$ cat src/rtl/alu_pkg.sv
// Shared opcodes, FSM states and width defaults
// for the bit-serial ALU responder.
package alu_pkg;

   localparam int WIDTH_DEF = 32;
   localparam int CNT_W_DEF = $clog2(WIDTH_DEF);

   localparam logic [3:0] OP_AND  = 4'b0000;
   localparam logic [3:0] OP_OR   = 4'b0001;
   localparam logic [3:0] OP_ADD  = 4'b0010;
   localparam logic [3:0] OP_SUB  = 4'b0110;
   localparam logic [3:0] OP_SLT  = 4'b0111;
   localparam logic [3:0] OP_NOR  = 4'b1100;
   localparam logic [3:0] OP_NAND = 4'b1101;

   typedef enum logic [1:0] {
      IDLE,
      RUN,
      DONE
   } state_t;

   // SUB and SLT both run A + ~B + 1 through the slice
   function automatic logic is_sub(input logic [3:0] op);
      return (op == OP_SUB) || (op == OP_SLT);
   endfunction

endpackage

$ cat src/rtl/alu_bit_slice.sv
// One-bit ALU slice: optional B inversion, then
// logic op or full-adder sum selected by opcode.
module alu_bit_slice
   import alu_pkg::*;
(
   input  logic       a,
   input  logic       b,
   input  logic       cin,
   input  logic [3:0] op,
   output logic       r,
   output logic       cout
);

   logic w_b;
   logic w_sum;

   assign w_b   = b ^ is_sub(op);
   assign w_sum = a ^ w_b ^ cin;
   assign cout  = (a & w_b) | (cin & (a ^ w_b));

   always_comb begin
      r = 1'b0;
      unique case (op)
         OP_AND:  r = a & b;
         OP_OR:   r = a | b;
         OP_ADD:  r = w_sum;
         OP_SUB:  r = w_sum;
         OP_SLT:  r = w_sum;
         OP_NOR:  r = ~(a | b);
         OP_NAND: r = ~(a & b);
         default: r = 1'b0;
      endcase
   end

endmodule

$ cat src/rtl/alu_serial.sv
// Bit-serial handshaked ALU: one bit per cycle through
// alu_bit_slice, result and ZCV flags held until taken.
module alu_serial
   import alu_pkg::*;
#(
   parameter int WIDTH = WIDTH_DEF,
   parameter int CNT_W = $clog2(WIDTH)
) (
   input  logic             clk,
   input  logic             rst,
   input  logic             in_valid,
   output logic             in_ready,
   input  logic [WIDTH-1:0] src1,
   input  logic [WIDTH-1:0] src2,
   input  logic [3:0]       ALU_control,
   output logic             out_valid,
   input  logic             out_ready,
   output logic [WIDTH-1:0] result,
   output logic             zero,
   output logic             cout,
   output logic             overflow
);

   state_t           r_state;
   logic [CNT_W-1:0] r_cnt;
   logic [WIDTH-1:0] r_a;
   logic [WIDTH-1:0] r_b;
   logic [3:0]       r_op;
   logic             r_carry;
   logic [WIDTH-2:0] r_shift;
   logic [WIDTH-1:0] r_result;
   logic             r_zero;
   logic             r_cout;
   logic             r_ovf;
   logic             r_in_ready;
   logic             r_out_valid;

   logic             w_r;
   logic             w_cout;
   logic             w_ovf;
   logic             w_arith;
   logic             w_last;
   logic [WIDTH-1:0] w_final;

   alu_bit_slice u_slice (
      .a    (r_a[0]),
      .b    (r_b[0]),
      .cin  (r_carry),
      .op   (r_op),
      .r    (w_r),
      .cout (w_cout)
   );

   // On the final edge r_carry is the carry into the MSB
   assign w_ovf   = r_carry ^ w_cout;
   assign w_arith = (r_op == OP_ADD) || (r_op == OP_SUB);
   assign w_last  = (r_cnt == CNT_W'(WIDTH - 1));

   always_comb begin
      w_final = {w_r, r_shift};
      if (r_op == OP_SLT)
         w_final = {{(WIDTH-1){1'b0}}, w_r ^ w_ovf};
   end

   always_ff @(posedge clk or posedge rst) begin
      if (rst) begin
         r_state     <= IDLE;
         r_cnt       <= '0;
         r_a         <= '0;
         r_b         <= '0;
         r_op        <= '0;
         r_carry     <= 1'b0;
         r_shift     <= '0;
         r_result    <= '0;
         r_zero      <= 1'b0;
         r_cout      <= 1'b0;
         r_ovf       <= 1'b0;
         r_in_ready  <= 1'b1;
         r_out_valid <= 1'b0;
      end else begin
         unique case (r_state)
            IDLE: begin
               if (in_valid) begin
                  r_a        <= src1;
                  r_b        <= src2;
                  r_op       <= ALU_control;
                  r_cnt      <= '0;
                  r_carry    <= is_sub(ALU_control);
                  r_in_ready <= 1'b0;
                  r_state    <= RUN;
               end
            end
            RUN: begin
               r_a     <= r_a >> 1;
               r_b     <= r_b >> 1;
               r_carry <= w_cout;
               r_shift <= {w_r, r_shift[WIDTH-2:1]};
               r_cnt   <= r_cnt + 1'b1;
               if (w_last) begin
                  r_result    <= w_final;
                  r_zero      <= (w_final == '0);
                  r_cout      <= w_arith & w_cout;
                  r_ovf       <= w_arith & w_ovf;
                  r_out_valid <= 1'b1;
                  r_state     <= DONE;
               end
            end
            DONE: begin
               if (out_ready) begin
                  r_out_valid <= 1'b0;
                  r_in_ready  <= 1'b1;
                  r_state     <= IDLE;
               end
            end
            default: begin
               r_state     <= IDLE;
               r_in_ready  <= 1'b1;
               r_out_valid <= 1'b0;
            end
         endcase
      end
   end

   assign in_ready  = r_in_ready;
   assign out_valid = r_out_valid;
   assign result    = r_result;
   assign zero      = r_zero;
   assign cout      = r_cout;
   assign overflow  = r_ovf;

endmodule

$ cat config.mk
export PLATFORM = sky130hd
export DESIGN_NAME = alu_serial
export DESIGN_NICKNAME = d
export VERILOG_FILES = /design/src/rtl/alu_pkg.sv /design/src/rtl/alu_bit_slice.sv /design/src/rtl/alu_serial.sv
export SDC_FILE = /design/constraint.sdc
export NUM_CORES = 1
export LEC_CHECK = 0
export ABC_AREA = 1
export BUFFER_PORTS_ARGS = -buffer_cell sky130_fd_sc_hd__buf_4
export CORE_ASPECT_RATIO = 0.5
export CORE_UTILIZATION = 62
export CTS_BUF_LIST = sky130_fd_sc_hd__clkbuf_4 sky130_fd_sc_hd__clkbuf_8
export DETAILED_ROUTE_END_ITERATION = 8
export GPL_TIMING_DRIVEN = 0
export PLACE_DENSITY = 0.9
export SLEW_MARGIN = 5
export SYNTH_ARGS = -nofsm -noshare
export SYNTH_HDL_FRONTEND = slang
export SYNTH_SLANG_ARGS = --single-unit
$ cat constraint.sdc
create_clock -name clk -period 13.2 [get_ports clk]
set_clock_uncertainty 0.1 [all_clocks]
set_input_delay 0.66 -clock clk [delete_from_list [all_inputs] [get_ports clk]]
set_output_delay 0.66 -clock clk [all_outputs]
set_load 0.01 [all_outputs]
==> flow_summary.yaml <==
clock_network:
  cts_max_level: 4
  postCtsSetupRepairBufs: 0
  clkSinkCount: 144
  cts-root-buf: "clkbuf_8"
  path_clk_slew_ns: 0.08
  clk_path_buf_depth: 2
  insertion_delay_ns: 0.44
  cts_resized: 0
  cts_hold_buf: 0
  cts_inserted_buffers: 17
  cts_tree: "yes"
setup_path:
  cp-end-kind: "flop"
  r2r_slack_ns: 10.88
  arrival_ns: 2.52
  rr_worst_depth: 11
  rr_endpoint: "result[4]"
  critPathTopFamily: "buffers and inverters"
  required_ns: 13.40
  slowest_delay_ns: 0.41
  path_class: "reg2reg"
  crit_buf_inv: 4
  crit_chain: "ha_1 -> nand2_1 -> nor2_1 -> ha_1 -> inv_1 -> nor2_2 -> inv_1 -> buf_2 -> buf_2 -> nand2_1 -> o31ai_1"
  cp-start-kind: "flop"
  crit_slowest_cell: "dfrtp_1"
  r2r_start: "r_cnt[1]"
  critPathMaxFanout: 10
route:
  drt_first_pass_iters: 5
  wl_per_cell_um: 15.4
  drc: 0
  first_iter_violations: 568
  avgViaCountPerCell: 5.66
  vias: 5313
  ant_nets: 0
  routed_wl_um: 14500
power:
  cellLeakagePower_nw: 3.79
  max-vdd-ir-drop_v: 0.000105
  power_density_mw_per_mm2: 216
global_routing:
  grt_pass1_vias: 5061
  antenna_found_initial: 0
  grt_usage_pct: 30.1
  grt.overflow.total: 0
  grt_pass1_wl_um: 24100
  grt_max_degree: 86
logic_synthesis:
  synth-compound-area-share_pct: 17.5
  yosysSeqAreaShare_pct: 57.4
  synth_top_area_share_pct: 57.0
  synth_nets: 738
  yosysUniqueCellTypes: 31
  syn_area_sq_mm: 0.00628
  muxShareOfSynthArea_pct: 0
  synth_fa_ha_area_share_pct: 0.717
  synth_top_family_by_area: "compound AO/OA/AOI/OAI gates"
  synthCells: 663
  synth_top_area_cell: "dfrtp_1"
  yosys-top-cells-area: "dfrtp_1, a221oi_1, nand2_1"
  yosys.area_share.simple_pct: 14.0
  ys_ff_latch: 144
  yosys_warnings: 0
  synth-xor-area-share_pct: 0.418
  avgSynthCellArea_sq_um: 9.48
sta:
  slew_headroom_pct: 63.4
  setup_viol: 0
  fmax_mhz: 431
  rsz0062_at_grt: "false"
  whs_ns: 0.184
  timing.setup.tns_ns: 0
  slew_violations: 0
  finalHoldViolations: 0
  worst_slew_pin_slew_ns: 0.549
  finalCriticalPeriod_ns: 2.32
  period_share_pct: 17.6
place:
  place_hpwl_um: 9640
  place.gp.congestion: 0.861
  numPortBuffers: 108
finish:
  final_common_cell: "dfrtp_1"
  final_cell_mix: "dfrtp_1, nand2_1, buf_4, inv_1, nor3_1"
  diodes: 0
  final_nets: 866
  syn_to_final_growth_pct: 23.2
  post-route-util_pct: 80.4
  drive_gt1_share_pct: 22.6
outcome:
  status: "completed"
floorplanning:
  die_w_um: 144
  fp.coreArea_sq_mm: 0.00963
  io_pins: 109
  die_area_sq_mm: 0.0106
  start_util_pct: 65.2
  std_cell_rows: 25
  die_h_um: 73.2
run:
  maxCapViolations: 0
hold_path:
  hp-class: "in2async"
[cell usage after synthesis, drive strengths merged]
| master | n |
|---|---|
| nor3 | 62 |
| nor2 | 16 |
| a21oi | 1 |
| fa | 1 |
| xor2 | 3 |
| a22o | 2 |
| a32o | 2 |
| buf | 28 |
| or2 | 2 |
| clkbuf | 16 |
| a31oi | 1 |
| dfstp | 1 |
| ha | 2 |
| dfrtp | 143 |
| o21ai | 59 |
| a221oi | 61 |
| nand2 | 114 |
| o22ai | 1 |
| o211ai | 2 |
| inv | 110 |
| o31ai | 26 |
| nand3 | 10 |
[layer usage]
metal  vias to the layer above  global-route usage (%)  wire length, um
met5                         -                       0                0
met3                        20                    7.15              979
met4                         0                    9.71              192
met2                       220                    47.9             6750
met1                      2557                    41.3             6560
li1                       2516                       -                -
[state kept, by name, summed over array words and instances, names as in the netlist]
signal,flops
r_carry,1
result,32
in_ready,1
cout,1
r_a,32
overflow,1
r_state,2
r_shift,31
r_op,4
r_b,32
out_valid,1
zero,1
r_cnt,5
[final cells by class]
cell class / instances / area (sq um)
plain buffers: 44 / 210
clock buffers: 22 / 290
clock inverters: 10 / 158
fillers: 646 / 1890
inverters: 110 / 418
multi-input cells: 365 / 2050
flip-flops and latches: 144 / 3600
well taps: 135 / 169
repair buffers: 109 / 838
[through the flow]
stage	cell area [sq um]	setup WS, ns	power, mW	std cells
after floorplan	6280	8.58	1.08	663
after global placement	7260	7.17	1.23	906
after detailed placement	7290	10.98	1.27	907
after CTS	7740	10.91	1.67	939
after global routing	7740	10.71	1.77	939
final	7740	10.88	1.67	939
[worst max-delay path by stage]
stage | start | to | slack, ns | depth (start not counted)
2_1_floorplan | rst | cout | 8.58 | 1
3_3_place_gp | rst | r_b[22] | 7.17 | 2
3_5_place_dp | r_cnt[0] | result[1] | 10.98 | 11
4_1_cts | r_cnt[1] | result[1] | 10.91 | 11
5_1_grt | r_cnt[1] | result[3] | 10.71 | 11
6_report | r_cnt[1] | result[4] | 10.88 | 11
[power breakdown]
part	total, mW	internal, mW	switching (mW)
clock network	0.393	0.224	0.169
logic	0.584	0.236	0.348
registers	0.693	0.607	0.0864
[cell families (layout without fill, tap and decap cells)]
family,count (synthesis),after routing
buffers and inverters,154,295
DFF,144,144
AOI/OAI and AO/OA,155,155
adders and majority gates,3,3
xor gates and xnor gates,3,3
and+or+nand+nor,204,204
No activity file was read; power rests on OpenSTA's default activity.
